### src/rtl/pps_pkg.sv
// Shared constants and state encoding for the PPS period meter.
package pps_pkg;

  localparam int NOMINAL_CYCLES = 124502500;
  localparam int TOL_CYCLES     = 2500;
  localparam int MISS_COUNT_W   = 8;

  typedef enum logic [1:0] {
    SEARCH,
    MEASURE,
    LOCKED
  } pps_state_t;

endpackage

### src/rtl/pps_sync_edge.sv
// Two-flop synchroniser for the async PPS pin plus a rising-edge detector.
// A pin level first sampled at edge k gives rise high during the cycle after edge k+1.
module pps_sync_edge (
  input  logic clk,
  input  logic rst_n,
  input  logic pps_in,
  output logic rise
);

  logic sync0;
  logic sync1;
  logic sync1_d;

  always_ff @(posedge clk) begin
    if (!rst_n) begin
      sync0   <= 1'b0;
      sync1   <= 1'b0;
      sync1_d <= 1'b0;
    end else begin
      sync0   <= pps_in;
      sync1   <= sync0;
      sync1_d <= sync1;
    end
  end

  // Only the 0->1 transition counts, so a long high level yields a single pulse.
  assign rise = sync1 & ~sync1_d;

endmodule

### src/rtl/pps_period_meter.sv
// PPS period meter: counts clk cycles between PPS rising edges, flags in-tolerance/lock/missing; results registered two clks after the pin is sampled, no backpressure.
// Optional PPS_ERR_REPORT_EN adds signed period_err (period - NOMINAL) and a saturating miss_count.
module pps_period_meter
  import pps_pkg::*;
#(
  parameter int  NOMINAL    = NOMINAL_CYCLES,
  parameter int  TOL        = TOL_CYCLES,
  parameter int  LOCK_COUNT = 4,
  localparam int WIDTH      = $clog2(NOMINAL + TOL + 1)
) (
  input  logic                    clk,
  input  logic                    rst_n,
  input  logic                    pps_in,
  output logic [WIDTH-1:0]        period,
  output logic                    period_valid,
  output logic                    in_tol,
  output logic                    locked,
  output logic                    missing
`ifdef PPS_ERR_REPORT_EN
  ,
  output logic [WIDTH:0]          period_err,
  output logic [MISS_COUNT_W-1:0] miss_count
`endif
);

  localparam logic [WIDTH-1:0] CNT_MAX  = WIDTH'(NOMINAL + TOL);
  localparam logic [WIDTH-1:0] CNT_MIN  = WIDTH'(NOMINAL - TOL);
  localparam int               GW       = $clog2(LOCK_COUNT + 1);
  localparam logic [GW-1:0]    GOOD_SAT = GW'(LOCK_COUNT);

  pps_state_t       state_q;
  pps_state_t       state_d;
  logic             rise;
  logic [WIDTH-1:0] cnt;
  logic [GW-1:0]    good_cnt;
  logic [GW-1:0]    good_inc;
  logic             tol_ok;
  logic             active;
  logic             hit;
  logic             timeout;

  pps_sync_edge u_sync (
    .clk    (clk),
    .rst_n  (rst_n),
    .pps_in (pps_in),
    .rise   (rise)
  );

  assign tol_ok   = (cnt >= CNT_MIN) && (cnt <= CNT_MAX);
  assign good_inc = (good_cnt == GOOD_SAT) ? GOOD_SAT : good_cnt + GW'(1);

  always_ff @(posedge clk) begin
    if (!rst_n) state_q <= SEARCH;
    else        state_q <= state_d;
  end

  // An edge arriving in the same cycle the count hits its ceiling wins over timeout.
  always_comb begin
    state_d = state_q;
    case (state_q)
      SEARCH: begin
        if (rise) state_d = MEASURE;
      end
      MEASURE: begin
        if (rise) begin
          if (tol_ok && (good_inc == GOOD_SAT)) state_d = LOCKED;
        end else if (cnt == CNT_MAX) begin
          state_d = SEARCH;
        end
      end
      LOCKED: begin
        if (rise) begin
          if (!tol_ok) state_d = MEASURE;
        end else if (cnt == CNT_MAX) begin
          state_d = SEARCH;
        end
      end
      default: state_d = SEARCH;
    endcase
  end

  always_comb begin
    active  = (state_q != SEARCH);
    locked  = (state_q == LOCKED);
    hit     = active && rise;
    timeout = active && !rise && (cnt == CNT_MAX);
  end

  always_ff @(posedge clk) begin
    if (!rst_n)                  cnt <= '0;
    else if (rise)               cnt <= WIDTH'(1);
    else if (!active || timeout) cnt <= '0;
    else                         cnt <= cnt + WIDTH'(1);
  end

  always_ff @(posedge clk) begin
    if (!rst_n) begin
      period       <= '0;
      period_valid <= 1'b0;
      in_tol       <= 1'b0;
      missing      <= 1'b0;
      good_cnt     <= '0;
    end else begin
      period_valid <= hit;
      missing      <= timeout;
      if (hit) begin
        period   <= cnt;
        in_tol   <= tol_ok;
        good_cnt <= tol_ok ? good_inc : '0;
      end else if (timeout) begin
        good_cnt <= '0;
      end
    end
  end

`ifdef PPS_ERR_REPORT_EN
  localparam logic [WIDTH:0] NOM_EXT = (WIDTH + 1)'(NOMINAL);

  always_ff @(posedge clk) begin
    if (!rst_n) begin
      period_err <= '0;
      miss_count <= '0;
    end else begin
      if (hit) period_err <= {1'b0, cnt} - NOM_EXT;
      if (timeout && (miss_count != '1)) miss_count <= miss_count + MISS_COUNT_W'(1);
    end
  end
`endif

endmodule
### config.mk
export PLATFORM = sky130hd
export DESIGN_NAME = pps_period_meter
export DESIGN_NICKNAME = d
export VERILOG_FILES = /design/src/rtl/pps_pkg.sv /design/src/rtl/pps_sync_edge.sv /design/src/rtl/pps_period_meter.sv
export SDC_FILE = /design/constraint.sdc
export NUM_CORES = 1
export LEC_CHECK = 0
export ABC_AREA = 1
export BUFFER_PORTS_ARGS = -buffer_cell sky130_fd_sc_hd__buf_2
export CAP_MARGIN = 40
export CORE_MARGIN = 2
export CORE_UTILIZATION = 45
export DETAILED_ROUTE_END_ITERATION = 10
export SETUP_SLACK_MARGIN = 0.02
export SLEW_MARGIN = 20
export SYNTH_ARGS = -nofsm -noshare
export SYNTH_HDL_FRONTEND = slang
export SYNTH_SLANG_ARGS = --single-unit
### constraint.sdc
create_clock -name clk -period 1.9 [get_ports clk]
set_input_delay 0.095 -clock clk [delete_from_list [all_inputs] [get_ports clk]]
set_output_delay 0.095 -clock clk [all_outputs]
set_load 0.01 [all_outputs]
Word level (Yosys, flattened, before mapping)
Index checks and enable logic that the tools add are counted.
Operators by class
  add/subtract/negate cells: 2
  magnitude comparators: 2
  eq/ne operators: 8
  muxes and demuxes: 13
  bitwise logic cells: 3
  reductions and logical operators: 13
Operator list (number)
  $add A27 B1 Y27 const B: 1
  $eq A27 B27 Y1 const B: 1
  $ge A27 B27 Y1 const B: 1
  $le A27 B27 Y1 const B: 1
  $mux W2: 6
  $mux W3: 4
  $eq A3 B3 Y1 const B: 2
  $ne A3 B3 Y1 const B: 2
  $pmux W2 S3: 1
  $logic_and A1 B1 Y1: 5
  $reduce_bool A2 Y1: 2
  $add A3 B1 Y3 const B: 1
  $reduce_and A3 Y1: 1
  $reduce_or A3 Y1: 1
  $eq A2 B1 Y1 const B: 1
  $eq A2 B2 Y1 const B: 1
  $logic_not A1 Y1: 2
  $logic_not A2 Y1: 1
  $mux W1: 2
  $ne A2 B2 Y1 const B: 1
  $not A1 Y1: 2
  $and A1 B1 Y1: 1
  $logic_or A1 B1 Y1: 1
Storage, ports and cells
  bits in registers: 65
  output and inout bits: 31

Depth between registers and ports, before layout
  depth in word-level cells: 8
  gate-level depth with buffers: 14
  gate-level depth less buffers: 14

Cells and area by module
Synthesis repeated with hierarchy kept, for this count alone.
Unflattened totals
  cell total of the unflattened synthesis: 403
  area, all modules: 2974.1 sq um
Modules (own cells, without submodules)
  pps_period_meter: instances 1, cells each 392, area an instance 2881.5 sq um, seq. area each 1241.2 sq um
  pps_sync_edge: instances 1, cells each 11, area an instance 92.6 sq um, seq. area each 60.1 sq um

Least setup slack after synthesis
Ideal clock, no wire load.
  path kind: register to register
  start point: register cnt[0]
  end point: register cnt[24]
  arrival: 1.568 ns
  setup slack: 0.276 ns
  cell stages (with the launch flop): 15
  clock period less this slack: 1.624 ns
  cell sequence: dfxtp_1 > ha_1 > nand2_1 > inv_2 > nand2_2 > nor3_4 > nand2_2 > inv_2 > nand2_4 > nor2_4 > nand2_4 > nor2_4 > xor2_1 > nand2_1 > inv_1
Between the ends
  cells in the longest elaborated chain, start to end: 4
  elaborated cells on any way between the ends: 5
RTL lines
  start: declaration: RTL line pps_period_meter.sv:34  | logic [WIDTH-1:0] cnt;
  start signal: assignment: RTL line pps_period_meter.sv:93  | else cnt <= cnt + WIDTH'(1);
  parallel branches: the longest is 4 deep, another holds $add A27 B1 Y27
Several ways; the timed one is not identified.
A chain may end at the register's enable or synchronous reset.

Worst setup path in the final report
Ends and elaborated chain as after synthesis.

==> results.cfg <==
[route]
ant_nets = 0
post-route-drc-count = 0
totalWireLength_um = 6618
first_pass_iters = 4
vias_per_cell = 4.954
routedWlPerCell_um = 12.26
vias = 2675
dr.first_iter.drc_count = 127

[final_layout]
drive_above_1_share_pct = 18.57
nets = 466
n_antenna_cell = 0
final_common_cell = nand2_1
layout_common_cells = 71 x nand2_1, 65 x inv_1, 60 x dfxtp_1
synthToLayoutAreaGrowth_pct = 18.71

[worst_hold_path]
hold_path.class = input port to flip-flop
holdPathEnd = period_valid
hold_depth = 3
min-delay-start = rst_n

[sta]
relSlewSlack_pct = 74.57
holdWs_ns = 0.1162
drv_slew = 0
setup_viol = 0
worst_slew_pin_slew_ns = 0.3785
final_hold_viol_count = 0
finalCriticalPeriod_ns = 1.753
skew_ns = 0.004850
setup_slack_ns = 0.1470
fmaxAchievable_ghz = 0.5704
grt_setup_unrepaired = yes
fin_crit_sh_pct = 92.26
setup_tns_ns = 0

[clock_tree]
clock_latency_ns = 0.35
cts_sinks = 65
h-tree-depth = 3
clk_pin_slew_ns = 0.07
cts_root_buffer = clkbuf_8
clock_path_buffers = 2
numCtsBuffers = 9
cts_tree = done

[floorplanning]
io_pins = 34
coreArea_um2 = 6386
initial_utilization_pct = 46.81
rows = 29
dieHeight_um = 85.50
fp.dieArea_um2 = 7310
die_w_um = 85.50

[global_routing]
antenna_found_initial = 0
grt_use_total_pct = 19.52
grt_start_max_net_pins = 32
grt_pass1_vias = 2521
grt_pass1_wl_um = 11210
grt_remaining_overflow = 0

[logic_synthesis]
syn_area_um2 = 2989
yosys.area.top_type = dfxtp_1
synth-seq-cells = 65
synth-seq-area-share_pct = 43.53
synthesis.nets = 421
synth.top_cells.by_area = dfxtp_1 44%, nand2_1 8.9%, inv_1 8.3%, a21oi_1 7.2%, o21ai_0 5.7%
avgSynthCellArea_um2 = 7.220
yosys_warnings = 0
synth_top_area_share_pct = 43.53
synth_cell_types = 30
synthCells = 414

[worst_setup_path]
critical_path_class = flip-flop to flip-flop
reg2reg_to = cnt[24]
required_ns = 2.20
endpoint_kind = flip-flop
rr_worst_depth = 14
cp_max_fo = 4
cp-start-kind = flip-flop
worstPathArrival_ns = 2.05
r2r_setup_slack_ns = 0.15
timing.rr.start = cnt[0]

[pwr]
irDropWorstVdd_uv = 730.0
power.leakage_uw = 0.001660
power_density_nw_per_um2 = 819.5
design_power_total_uw = 2908

[placed_design]
portBuffers = 33
gp_congestion = 0.7956
dp_hpwl_um = 4831
pre_cts_slack_ns = 0.1047

[job]
max_cap_violations = 0

[outcome]
status = completed
## what timing repair did
action | 4_1_cts | 5_1_grt
resized for setup | 0 | 12
buffers inserted | 0 | 2
setup endpoints to repair | 0 | 18
endpoints found under the hold margin | 1 | 0
hold buffers | 1 | 0
## worst max-delay path by stage
stage / from / to / slack, ns / depth (start not counted)
final: cnt[0] / cnt[24] / 0.15 / 14
after global routing: cnt[0] / cnt[24] / -0.03 / 14
after CTS: cnt[0] / cnt[24] / 0.08 / 14
after detailed placement: cnt[0] / cnt[24] / 0.10 / 14
after global placement: cnt[0] / cnt[24] / 0.18 / 14
after floorplan: cnt[0] / cnt[24] / 0.28 / 14
## metrics by stage
step / area (µm²) / std cells / util [%]
after floorplan: 2989 / 414 / -
after global placement: 3281 / 522 / 51.37
after detailed placement: 3281 / 522 / 51.37
after CTS: 3501 / 538 / 54.82
after global routing: 3548 / 540 / 55.56
final: 3548 / 540 / 55.56
## logic make-up (layout without fill, tap and decap cells)
logic type                 Yosys count  in the layout  share of synthesized area [%]
and+or+nand+nor                    175            175                          28.05
xor gates and xnor gates             7              7                          2.051
DFF                                 65             65                          43.53
AOI/OAI and AO/OA                   84             84                          14.40
adders and majority gates            4              4                          1.674
buffers and inverters               79            128                          10.30
## critical path, cell delays in order (launching register included)
cell and delay (ns):
dfxtp_4 0.37, ha_4 0.14, nand2_1 0.06, inv_2 0.08, nand2_4 0.06, nor3_4 0.19, nand2_2 0.08, inv_2 0.07
nand2_4 0.06, nor2_4 0.16, nand2_4 0.08, nor2_4 0.08, xor2_1 0.14, nand2_1 0.06, inv_1 0.05
## flip-flops by register name, indices dropped and copies added (netlist names)
name / flops
period_valid: 1
u_sync.sync0: 1
u_sync.sync1: 1
missing: 1
state_q: 2
cnt: 27
period: 27
u_sync.sync1_d: 1
good_cnt: 3
in_tol: 1
## where the power goes
group	switching [µW]	leakage, µW	internal [µW]
clock	506	0.000106	766
sequential	21.0	0.000528	1400
combinational	133	0.00103	82.6
total	660	0.00166	2250
## per-layer routing
layer | up-vias | GRT usage (%) | routed length [µm]
li1 | 1417 | - | -
met1 | 1205 | 23.07 | 3110
met2 | 38 | 32.67 | 3141
met3 | 15 | 5.582 | 240
met4 | 0 | 9.235 | 126
met5 | - | 0 | 0
## synthesized netlist by cell type
library cell,count
a211oi_1,2
a21oi_1,43
a31oi_1,1
and3_1,1
buf_2,3
buf_6,1
clkbuf_1,7
dfxtp_1,65
ha_1,4
inv_1,66
inv_2,2
nand2_1,71
nand2_2,6
nand2_4,2
nand2b_1,1
nand3_1,19
nand3_2,2
nand3b_1,1
nand4_1,9
nor2_1,41
nor2_2,2
nor2_4,5
nor3_1,13
nor3_4,2
o211ai_1,1
o21ai_0,34
o21ai_1,2
o22ai_1,1
xnor2_1,1
xor2_1,6
## final cells by class
cell class / count / area (µm²)
Inverter: 68 / 255.2
Timing Repair Buffer: 45 / 274.0
Tap cell: 77 / 96.34
Multi-Input combinational cell: 270 / 1400
Sequential cell: 65 / 1313
Fill cell: 648 / 2838
Clock buffer: 12 / 145.1
Clock inverter: 3 / 65.06
Power figures use the tool's default switching activity.
